## src/rtl/ps2_pkg.sv

```systemverilog
// Shared definitions for the PS/2 host transmitter: state encoding, error codes,
// common keyboard command bytes and the frame builder.
package ps2_pkg;

  typedef enum logic [2:0] {
    IDLE     = 3'd0,
    INHIBIT  = 3'd1,
    REQ_GAP  = 3'd2,
    XMIT     = 3'd3,
    ACK      = 3'd4,
    WAIT_REL = 3'd5,
    ERR      = 3'd6
  } ps2_state_e;

  localparam logic [1:0] ERR_NONE    = 2'b00;
  localparam logic [1:0] ERR_TIMEOUT = 2'b01;
  localparam logic [1:0] ERR_NACK    = 2'b10;

  localparam logic [7:0] CMD_SET_LED = 8'hED;
  localparam logic [7:0] CMD_ENABLE  = 8'hF4;
  localparam logic [7:0] CMD_RESET   = 8'hFF;

  // Shift frame, bit 0 goes out first: data LSB first, odd parity, stop.
  function automatic logic [9:0] make_frame(input logic [7:0] data);
    return {1'b1, ~^data, data};
  endfunction

endpackage

```

## src/rtl/ps2_line_sync.sv

```systemverilog
// Multi-stage synchroniser for one raw PS/2 line, plus a one-cycle strobe
// on each high-to-low transition of the synchronised level.
module ps2_line_sync #(
  parameter int SYNC_STAGES = 2
) (
  input  logic clk,
  input  logic rst,
  input  logic din,
  output logic level,
  output logic fall
);

  logic [SYNC_STAGES-1:0] sync_q;
  logic                   prev_q;

  // Idle PS/2 lines float high, so reset to 1 to avoid a spurious fall.
  always_ff @(posedge clk or negedge rst) begin
    if (!rst) begin
      sync_q <= '1;
      prev_q <= 1'b1;
    end else begin
      sync_q <= {sync_q[SYNC_STAGES-2:0], din};
      prev_q <= sync_q[SYNC_STAGES-1];
    end
  end

  assign level = sync_q[SYNC_STAGES-1];
  assign fall  = prev_q & ~level;

endmodule

```

## src/rtl/ps2_host_tx.sv

```systemverilog
// PS/2 host-to-device transmitter: inhibits the bus, issues request-to-send,
// shifts one command byte out on device clock falls and checks the device ack.
module ps2_host_tx
  import ps2_pkg::*;
#(
  parameter int INHIBIT_CYCLES = 10000,
  parameter int TIMEOUT_CYCLES = 2000000,
  parameter int SYNC_STAGES    = 2
) (
  input  logic       clk,
  input  logic       rst,
  input  logic [7:0] tx_data,
  input  logic       tx_valid,
  output logic       tx_ready,
  output logic       tx_done,
  output logic       tx_err,
  output logic [1:0] err_code,
  input  logic       ps2_clk_in,
  input  logic       ps2_data_in,
  output logic       ps2_clk_oe,
  output logic       ps2_data_oe
);

  // Handshake: a byte is accepted on a clock edge where tx_valid && tx_ready;
  // tx_ready is high only in IDLE and tx_valid is ignored everywhere else.

  localparam int TMAX = (INHIBIT_CYCLES > TIMEOUT_CYCLES) ? INHIBIT_CYCLES : TIMEOUT_CYCLES;
  localparam int TW   = $clog2(TMAX + 1);
  localparam logic [TW-1:0] INH_LAST  = TW'(INHIBIT_CYCLES - 1);
  localparam logic [TW-1:0] WDOG_LAST = TW'(TIMEOUT_CYCLES - 1);

  ps2_state_e    state_q, state_d;
  logic [TW-1:0] timer_q, timer_d;
  logic [3:0]    bit_cnt_q, bit_cnt_d;
  logic [9:0]    frame_q, frame_d;
  logic          ack_q, ack_d;
  logic          clk_oe_d, data_oe_d, done_d, err_d, ready_d;
  logic [1:0]    err_code_d;

  logic clk_s, clk_fall, data_s, data_fall_unused;
  logic wdog_expired;

  ps2_line_sync #(.SYNC_STAGES(SYNC_STAGES)) u_clk_sync (
    .clk   (clk),
    .rst   (rst),
    .din   (ps2_clk_in),
    .level (clk_s),
    .fall  (clk_fall)
  );

  ps2_line_sync #(.SYNC_STAGES(SYNC_STAGES)) u_data_sync (
    .clk   (clk),
    .rst   (rst),
    .din   (ps2_data_in),
    .level (data_s),
    .fall  (data_fall_unused)
  );

  // One timer serves as the inhibit counter and, from XMIT on, the watchdog.
  assign wdog_expired = (timer_q == WDOG_LAST);

  always_ff @(posedge clk or negedge rst) begin
    if (!rst) begin
      state_q     <= IDLE;
      timer_q     <= '0;
      bit_cnt_q   <= '0;
      frame_q     <= '0;
      ack_q       <= 1'b0;
      ps2_clk_oe  <= 1'b0;
      ps2_data_oe <= 1'b0;
      tx_done     <= 1'b0;
      tx_err      <= 1'b0;
      tx_ready    <= 1'b1;
      err_code    <= ERR_NONE;
    end else begin
      state_q     <= state_d;
      timer_q     <= timer_d;
      bit_cnt_q   <= bit_cnt_d;
      frame_q     <= frame_d;
      ack_q       <= ack_d;
      ps2_clk_oe  <= clk_oe_d;
      ps2_data_oe <= data_oe_d;
      tx_done     <= done_d;
      tx_err      <= err_d;
      tx_ready    <= ready_d;
      err_code    <= err_code_d;
    end
  end

  always_comb begin
    state_d    = state_q;
    timer_d    = timer_q;
    bit_cnt_d  = bit_cnt_q;
    frame_d    = frame_q;
    ack_d      = ack_q;
    clk_oe_d   = 1'b0;
    data_oe_d  = 1'b0;
    done_d     = 1'b0;
    err_d      = 1'b0;
    err_code_d = err_code;

    case (state_q)
      IDLE: begin
        timer_d = '0;
        if (tx_valid && tx_ready) begin
          frame_d  = make_frame(tx_data);
          clk_oe_d = 1'b1;
          state_d  = INHIBIT;
        end
      end
      INHIBIT: begin
        clk_oe_d = 1'b1;
        if (timer_q == INH_LAST) begin
          timer_d   = '0;
          data_oe_d = 1'b1;
          state_d   = REQ_GAP;
        end else begin
          timer_d = timer_q + TW'(1);
        end
      end
      // Data already low, clock released this edge: request-to-send.
      REQ_GAP: begin
        data_oe_d = 1'b1;
        bit_cnt_d = '0;
        timer_d   = '0;
        state_d   = XMIT;
      end
      XMIT: begin
        data_oe_d = ps2_data_oe;
        if (wdog_expired) begin
          data_oe_d  = 1'b0;
          err_d      = 1'b1;
          err_code_d = ERR_TIMEOUT;
          state_d    = ERR;
        end else begin
          timer_d = timer_q + TW'(1);
          if (clk_fall) begin
            if (bit_cnt_q == 4'd10) begin
              ack_d     = data_s;
              data_oe_d = 1'b0;
              state_d   = ACK;
            end else begin
              data_oe_d = ~frame_q[bit_cnt_q];
              bit_cnt_d = bit_cnt_q + 4'd1;
            end
          end
        end
      end
      ACK: begin
        if (wdog_expired) begin
          err_d      = 1'b1;
          err_code_d = ERR_TIMEOUT;
          state_d    = ERR;
        end else begin
          timer_d = timer_q + TW'(1);
          if (!ack_q) begin
            state_d = WAIT_REL;
          end else begin
            err_d      = 1'b1;
            err_code_d = ERR_NACK;
            state_d    = ERR;
          end
        end
      end
      WAIT_REL: begin
        if (wdog_expired) begin
          err_d      = 1'b1;
          err_code_d = ERR_TIMEOUT;
          state_d    = ERR;
        end else begin
          timer_d = timer_q + TW'(1);
          if (clk_s && data_s) begin
            done_d  = 1'b1;
            state_d = IDLE;
          end
        end
      end
      ERR:     state_d = IDLE;
      default: state_d = IDLE;
    endcase

    ready_d = (state_d == IDLE);
  end

endmodule

```

## config.mk

```make
export PLATFORM = sky130hd
export DESIGN_NAME = ps2_host_tx
export DESIGN_NICKNAME = d
export VERILOG_FILES = /design/src/rtl/ps2_pkg.sv /design/src/rtl/ps2_line_sync.sv /design/src/rtl/ps2_host_tx.sv
export SDC_FILE = /design/constraint.sdc
export NUM_CORES = 1
export LEC_CHECK = 0
export ABC_AREA = 1
export BUFFER_PORTS_ARGS = -buffer_cell sky130_fd_sc_hd__buf_4
export CAP_MARGIN = 20
export CORE_MARGIN = 2
export CORE_UTILIZATION = 60
export CTS_CLUSTER_DIAMETER = 150
export DETAILED_ROUTE_END_ITERATION = 12
export GPL_ROUTABILITY_DRIVEN = 0
export PLACE_DENSITY = 0.88
export SLEW_MARGIN = 20
export SYNTH_ARGS = -nofsm -noshare
export SYNTH_HDL_FRONTEND = slang
export SYNTH_SLANG_ARGS = --single-unit
```

## constraint.sdc

```tcl
create_clock -name clk -period 4.4 [get_ports clk]
set_input_delay 0.88 -clock clk [delete_from_list [all_inputs] [get_ports clk]]
set_output_delay 0.88 -clock clk [all_outputs]
set_load 0.01 [all_outputs]
```

==> report_table.html <==
<table>
<tr><th>Metric</th><th>Value</th></tr>
<tr><th colspan="2">Floorplanning</th></tr>
<tr><td>Top-Level Pins</td><td>20</td></tr>
<tr><td>Die height</td><td>77.83 µm</td></tr>
<tr><td>Number of standard-cell rows in the floorplan</td><td>26</td></tr>
<tr><td>Die area</td><td>slightly above 0.006 mm²</td></tr>
<tr><td>Chip width</td><td>~78 µm</td></tr>
<tr><td>Initial core utilization</td><td>0.6323</td></tr>
<tr><td>Core region area</td><td>0.005172 mm²</td></tr>
<tr><th colspan="2">Cells and area</th></tr>
<tr><td>Net count, final</td><td>between 400 and 500</td></tr>
<tr><td>Most common cell after layout, fill and taps aside</td><td>sky130_fd_sc_hd__nand2_1</td></tr>
<tr><td>Number of standard cells in the layout, taps in and fillers out</td><td>553</td></tr>
<tr><td>Finished Core Util</td><td>0.6821</td></tr>
<tr><td>Fraction of final layout cells sized beyond drive strength 1</td><td>0.1077</td></tr>
<tr><td>Summed area of non-filler cells in the final layout</td><td>0.003528 mm²</td></tr>
<tr><td>Ant diodes</td><td>0</td></tr>
<tr><td>Commonest cells after routing, fill and taps aside</td><td>152 x sky130_fd_sc_hd__nand2_1, 72 x sky130_fd_sc_hd__nor2_1, 48 x sky130_fd_sc_hd__inv_1, 45 x sky130_fd_sc_hd__dfrtp_1, 36 x sky130_fd_sc_hd__nand3_1</td></tr>
<tr><td>Layout overhead on the synthesized area</td><td>7.881%</td></tr>
<tr><th colspan="2">Routing</th></tr>
<tr><td>Residual antenna-violating net count after detailed routing</td><td>0</td></tr>
<tr><td>Via total after detailed routing</td><td>between 3,000 and 4,000</td></tr>
<tr><td>WL final</td><td>between 7000 and 8000 µm</td></tr>
<tr><td>1st-pass router iterations</td><td>8</td></tr>
<tr><td>Violation count after the first detailed-route iteration</td><td>486</td></tr>
<tr><td># DRC</td><td>0</td></tr>
<tr><td>Wirelength per Cell</td><td>13.13 µm</td></tr>
<tr><td>Vias per cell</td><td>approximately 5.5</td></tr>
<tr><th colspan="2">STA</th></tr>
<tr><td>Period minus WS final</td><td>2028 ps</td></tr>
<tr><td>Clock skew after layout</td><td>13.32 ps</td></tr>
<tr><td>Slew Viols, Final</td><td>0</td></tr>
<tr><td>Final sum of negative setup slack</td><td>0 ps</td></tr>
<tr><td>Period utilization</td><td>0.4609</td></tr>
<tr><td>Fmax achieved</td><td>493.1 MHz</td></tr>
<tr><td>Hold WS</td><td>361.4 ps</td></tr>
<tr><td>Pin slew with the least headroom to its limit</td><td>616.6 ps</td></tr>
<tr><td>Slew HR</td><td>0.5889</td></tr>
<tr><td>Hold violation total from the final report</td><td>0</td></tr>
<tr><td>Endpoints failing setup</td><td>0</td></tr>
<tr><td>Unrepaired setup endpoints after global routing</td><td>false</td></tr>
<tr><td>Final worst slack</td><td>2372 ps</td></tr>
<tr><th colspan="2">GRT</th></tr>
<tr><td>Number of global-route vias before repair</td><td>2,809</td></tr>
<tr><td>Largest net degree at the start of global routing</td><td>between 50 and 60</td></tr>
<tr><td>Global-route wire length before repair</td><td>12,730 µm</td></tr>
<tr><td>GRT Residual Overflow</td><td>0</td></tr>
<tr><td>Initial antenna violation count</td><td>0</td></tr>
<tr><td>Global router's overall resource usage</td><td>0.2628</td></tr>
<tr><th colspan="2">Critical path</th></tr>
<tr><td>Max FO, Critical Path</td><td>26</td></tr>
<tr><td>Required time of the worst setup path</td><td>4600 ps</td></tr>
<tr><td>Kind of end point of the critical path</td><td>register</td></tr>
<tr><td>Critical path arrival</td><td>2230 ps</td></tr>
<tr><td>Register-to-Register Setup Slack</td><td>2370 ps</td></tr>
<tr><td>Cell with the biggest individual delay on the critical path</td><td>sky130_fd_sc_hd__dfrtp_1</td></tr>
<tr><td>Startpoint types</td><td>register</td></tr>
<tr><td>Worst-path cell chain</td><td>inv_1 -&gt; nand3_2 -&gt; nand2_1 -&gt; nand4_4 -&gt; nand2_4 -&gt; inv_4 -&gt; nand2_1 -&gt; nand2_1</td></tr>
<tr><td>Worst path max stage delay</td><td>450 ps</td></tr>
<tr><td>Path type of the worst setup path</td><td>reg -&gt; reg</td></tr>
<tr><td>Most frequent CP cell</td><td>sky130_fd_sc_hd__nand2_1</td></tr>
<tr><th colspan="2">Flow run</th></tr>
<tr><td>Max capacitance violation total</td><td>0</td></tr>
<tr><th colspan="2">Clock network</th></tr>
<tr><td>Clock transition at the registers of the reported paths</td><td>100 ps</td></tr>
<tr><td>Hold buffers post-CTS</td><td>0</td></tr>
<tr><td>H-tree Lvls</td><td>2</td></tr>
<tr><td>Latest clock arrival within the worst-skew pair</td><td>around 320 ps</td></tr>
<tr><td>Clock Root Buffer</td><td>sky130_fd_sc_hd__clkbuf_8</td></tr>
<tr><td>Clock sink count</td><td>51</td></tr>
<tr><td>CTS Buffer Depth</td><td>2</td></tr>
<tr><td>Clock tree from TritonCTS</td><td>done</td></tr>
<tr><td>Number of buffers inserted during clock tree synthesis</td><td>5</td></tr>
<tr><td>Gates resized, CTS repair</td><td>0</td></tr>
<tr><td>Post CTS Setup Buffer Count</td><td>0</td></tr>
<tr><th colspan="2">Synthesis</th></tr>
<tr><td>Average instance area after synthesis</td><td>7.019 µm²</td></tr>
<tr><td>Number of warnings issued by yosys</td><td>0</td></tr>
<tr><td>Cell count after synthesis</td><td>466</td></tr>
<tr><td>Post-synthesis xor/xnor area fraction</td><td>0.04552</td></tr>
<tr><td>Simple-gate share of the synthesized area</td><td>0.3787</td></tr>
<tr><td>Share of the synthesized area in compound gates (AO/OA/AOI/OAI)</td><td>0.09181</td></tr>
<tr><td>Synth Net Count</td><td>roughly 480</td></tr>
<tr><td>Netlist cell types</td><td>35</td></tr>
<tr><td>Most area-hungry cell type in the Yosys netlist</td><td>sky130_fd_sc_hd__dfrtp_1</td></tr>
<tr><td>Synth Register Bits</td><td>51</td></tr>
<tr><td>Dominant combinational cell family by area after synthesis</td><td>simple AND/OR/NAND/NOR gates</td></tr>
<tr><td>Cell Area, Synth</td><td>0.003271 mm²</td></tr>
<tr><td>Post-synthesis sequential area ratio</td><td>0.3925</td></tr>
<tr><td>Cell types with the largest area share after synthesis</td><td>sky130_fd_sc_hd__dfrtp_1 34%, sky130_fd_sc_hd__nand2_1 17%, sky130_fd_sc_hd__nor2_1 8.3%, sky130_fd_sc_hd__nand3_1 5.5%, sky130_fd_sc_hd__inv_1 5.5%</td></tr>
<tr><td>Proportion of netlist area held by the largest area contributor</td><td>0.3443</td></tr>
<tr><td>Multiplexer share of the synthesized area</td><td>0</td></tr>
<tr><td>Area share of fa/ha/maj cells after synthesis</td><td>0.01148</td></tr>
<tr><th colspan="2">Pwr</th></tr>
<tr><td>Total power per unit cell area</td><td>224.8 mW/mm²</td></tr>
<tr><td>Post-route total power</td><td>0.7930 mW</td></tr>
<tr><td>Maximum resistive drop on vdd</td><td>0.1359 mV</td></tr>
<tr><td>Static leakage</td><td>around 1.8 nW</td></tr>
<tr><th colspan="2">Status</th></tr>
<tr><td>Outcome</td><td>finished, final reports clean</td></tr>
<tr><th colspan="2">Hold path</th></tr>
<tr><td>Worst Hold Class</td><td>reg -&gt; reg</td></tr>
<tr><th colspan="2">Placement</th></tr>
<tr><td>Pre-CTS setup slack</td><td>2373 ps</td></tr>
<tr><td>Placed cell areas</td><td>0.003433 mm²</td></tr>
<tr><td>Placed cell count</td><td>545</td></tr>
<tr><td>Final HPWL DP</td><td>between 5000 and 6000 µm</td></tr>
<tr><td>Count of input and output buffers</td><td>19</td></tr>
</table>
==> final cells by class <==
class	instances	area, µm²
clock buffer	5	68.82
clock inverter	3	26.28
fill	421	1644
inverter	51	193.9
multi-input combinational	354	1725
sequential	51	1284
tap	70	87.58
timing repair buffer	19	142.6
==> worst paths after layout <==
path / cells after the start / start / end
worst min-delay path: 0 / u_data_sync.sync_q[0]$_DFF_PN1_ / u_data_sync.sync_q[1]$_DFF_PN1_
worst max-delay path: 8 / state_q[2]$_DFF_PN0_ / timer_q[14]$_DFFE_PN0P_
min in group asynchronous: 1 / rst / err_code[0]$_DFFE_PN0P_
max in group asynchronous: 1 / rst / frame_q[1]$_DFFE_PN0P_
worst max register to register: 8 / state_q[2]$_DFF_PN0_ / timer_q[14]$_DFFE_PN0P_
worst min register to register: 0 / u_data_sync.sync_q[0]$_DFF_PN1_ / u_data_sync.sync_q[1]$_DFF_PN1_
==> synth_stat cells <==
cell,number
sky130_fd_sc_hd__nor3_1,1
sky130_fd_sc_hd__dfrtp_1,45
sky130_fd_sc_hd__a31oi_1,1
sky130_fd_sc_hd__nand3_1,36
sky130_fd_sc_hd__nor2_4,1
sky130_fd_sc_hd__xor2_1,11
sky130_fd_sc_hd__dfstp_2,6
sky130_fd_sc_hd__o21ai_0,23
sky130_fd_sc_hd__inv_2,2
sky130_fd_sc_hd__clkbuf_1,3
sky130_fd_sc_hd__or2_2,1
sky130_fd_sc_hd__nand4_1,5
sky130_fd_sc_hd__o211ai_1,6
sky130_fd_sc_hd__nor3b_1,1
sky130_fd_sc_hd__o21a_1,1
sky130_fd_sc_hd__nand2_4,1
sky130_fd_sc_hd__nand3b_1,4
sky130_fd_sc_hd__nand3_2,2
sky130_fd_sc_hd__ha_1,3
sky130_fd_sc_hd__inv_4,1
sky130_fd_sc_hd__nor2_2,2
sky130_fd_sc_hd__o21bai_1,3
sky130_fd_sc_hd__nand3_4,2
sky130_fd_sc_hd__inv_1,48
sky130_fd_sc_hd__buf_4,1
sky130_fd_sc_hd__xnor2_1,6
sky130_fd_sc_hd__buf_2,3
sky130_fd_sc_hd__nor2_8,1
sky130_fd_sc_hd__and3_1,1
sky130_fd_sc_hd__buf_6,3
sky130_fd_sc_hd__nor2_1,72
sky130_fd_sc_hd__o21ai_2,5
sky130_fd_sc_hd__nand2_1,152
sky130_fd_sc_hd__a21oi_1,12
sky130_fd_sc_hd__nand4_4,1
==> layer usage <==
metal / vias up / GRT usage / wire [µm]
met1: 1366 / 0.3610 / 3123
li1: 1494 / - / -
met2: 178 / 0.4112 / 3332
met5: - / 0 / 0
met3: 20 / 0.04419 / 658
met4: 0 / 0.1107 / 145
==> sequential cells by signal, indices dropped and copies added, names as in the netlist <==
name,cells
u_clk_sync.sync_q,2
u_data_sync.sync_q,2
tx_done,1
state_q,3
tx_err,1
ps2_data_oe,1
err_code,2
frame_q,10
ps2_clk_oe,1
timer_q,21
bit_cnt_q,4
ack_q,1
u_clk_sync.prev_q,1
tx_ready,1
==> logic make-up (layout without fill, tap and decap cells) <==
group,after synthesis,count (layout)
compound gates,51,51
xor+xnor,17,17
fa+ha+maj,3,3
buf+inv,61,78
flops,51,51
simple gates,283,283
==> report_power, final <==
part           switching (mW)  leakage [nW]  total (mW)  internal, mW
sequential            0.00126         0.651       0.474         0.473
clock                   0.171        0.0491       0.289         0.117
combinational          0.0168          1.08      0.0306        0.0138
==> worst max-delay path: cells and delay by family, from the launching register on <==
family                 cells  cell delay [ps]
flip-flops                 1              450
AND/OR/NAND/NOR            6             1190
buffers and inverters      2              250
No activity file was read; power rests on OpenSTA's default activity.
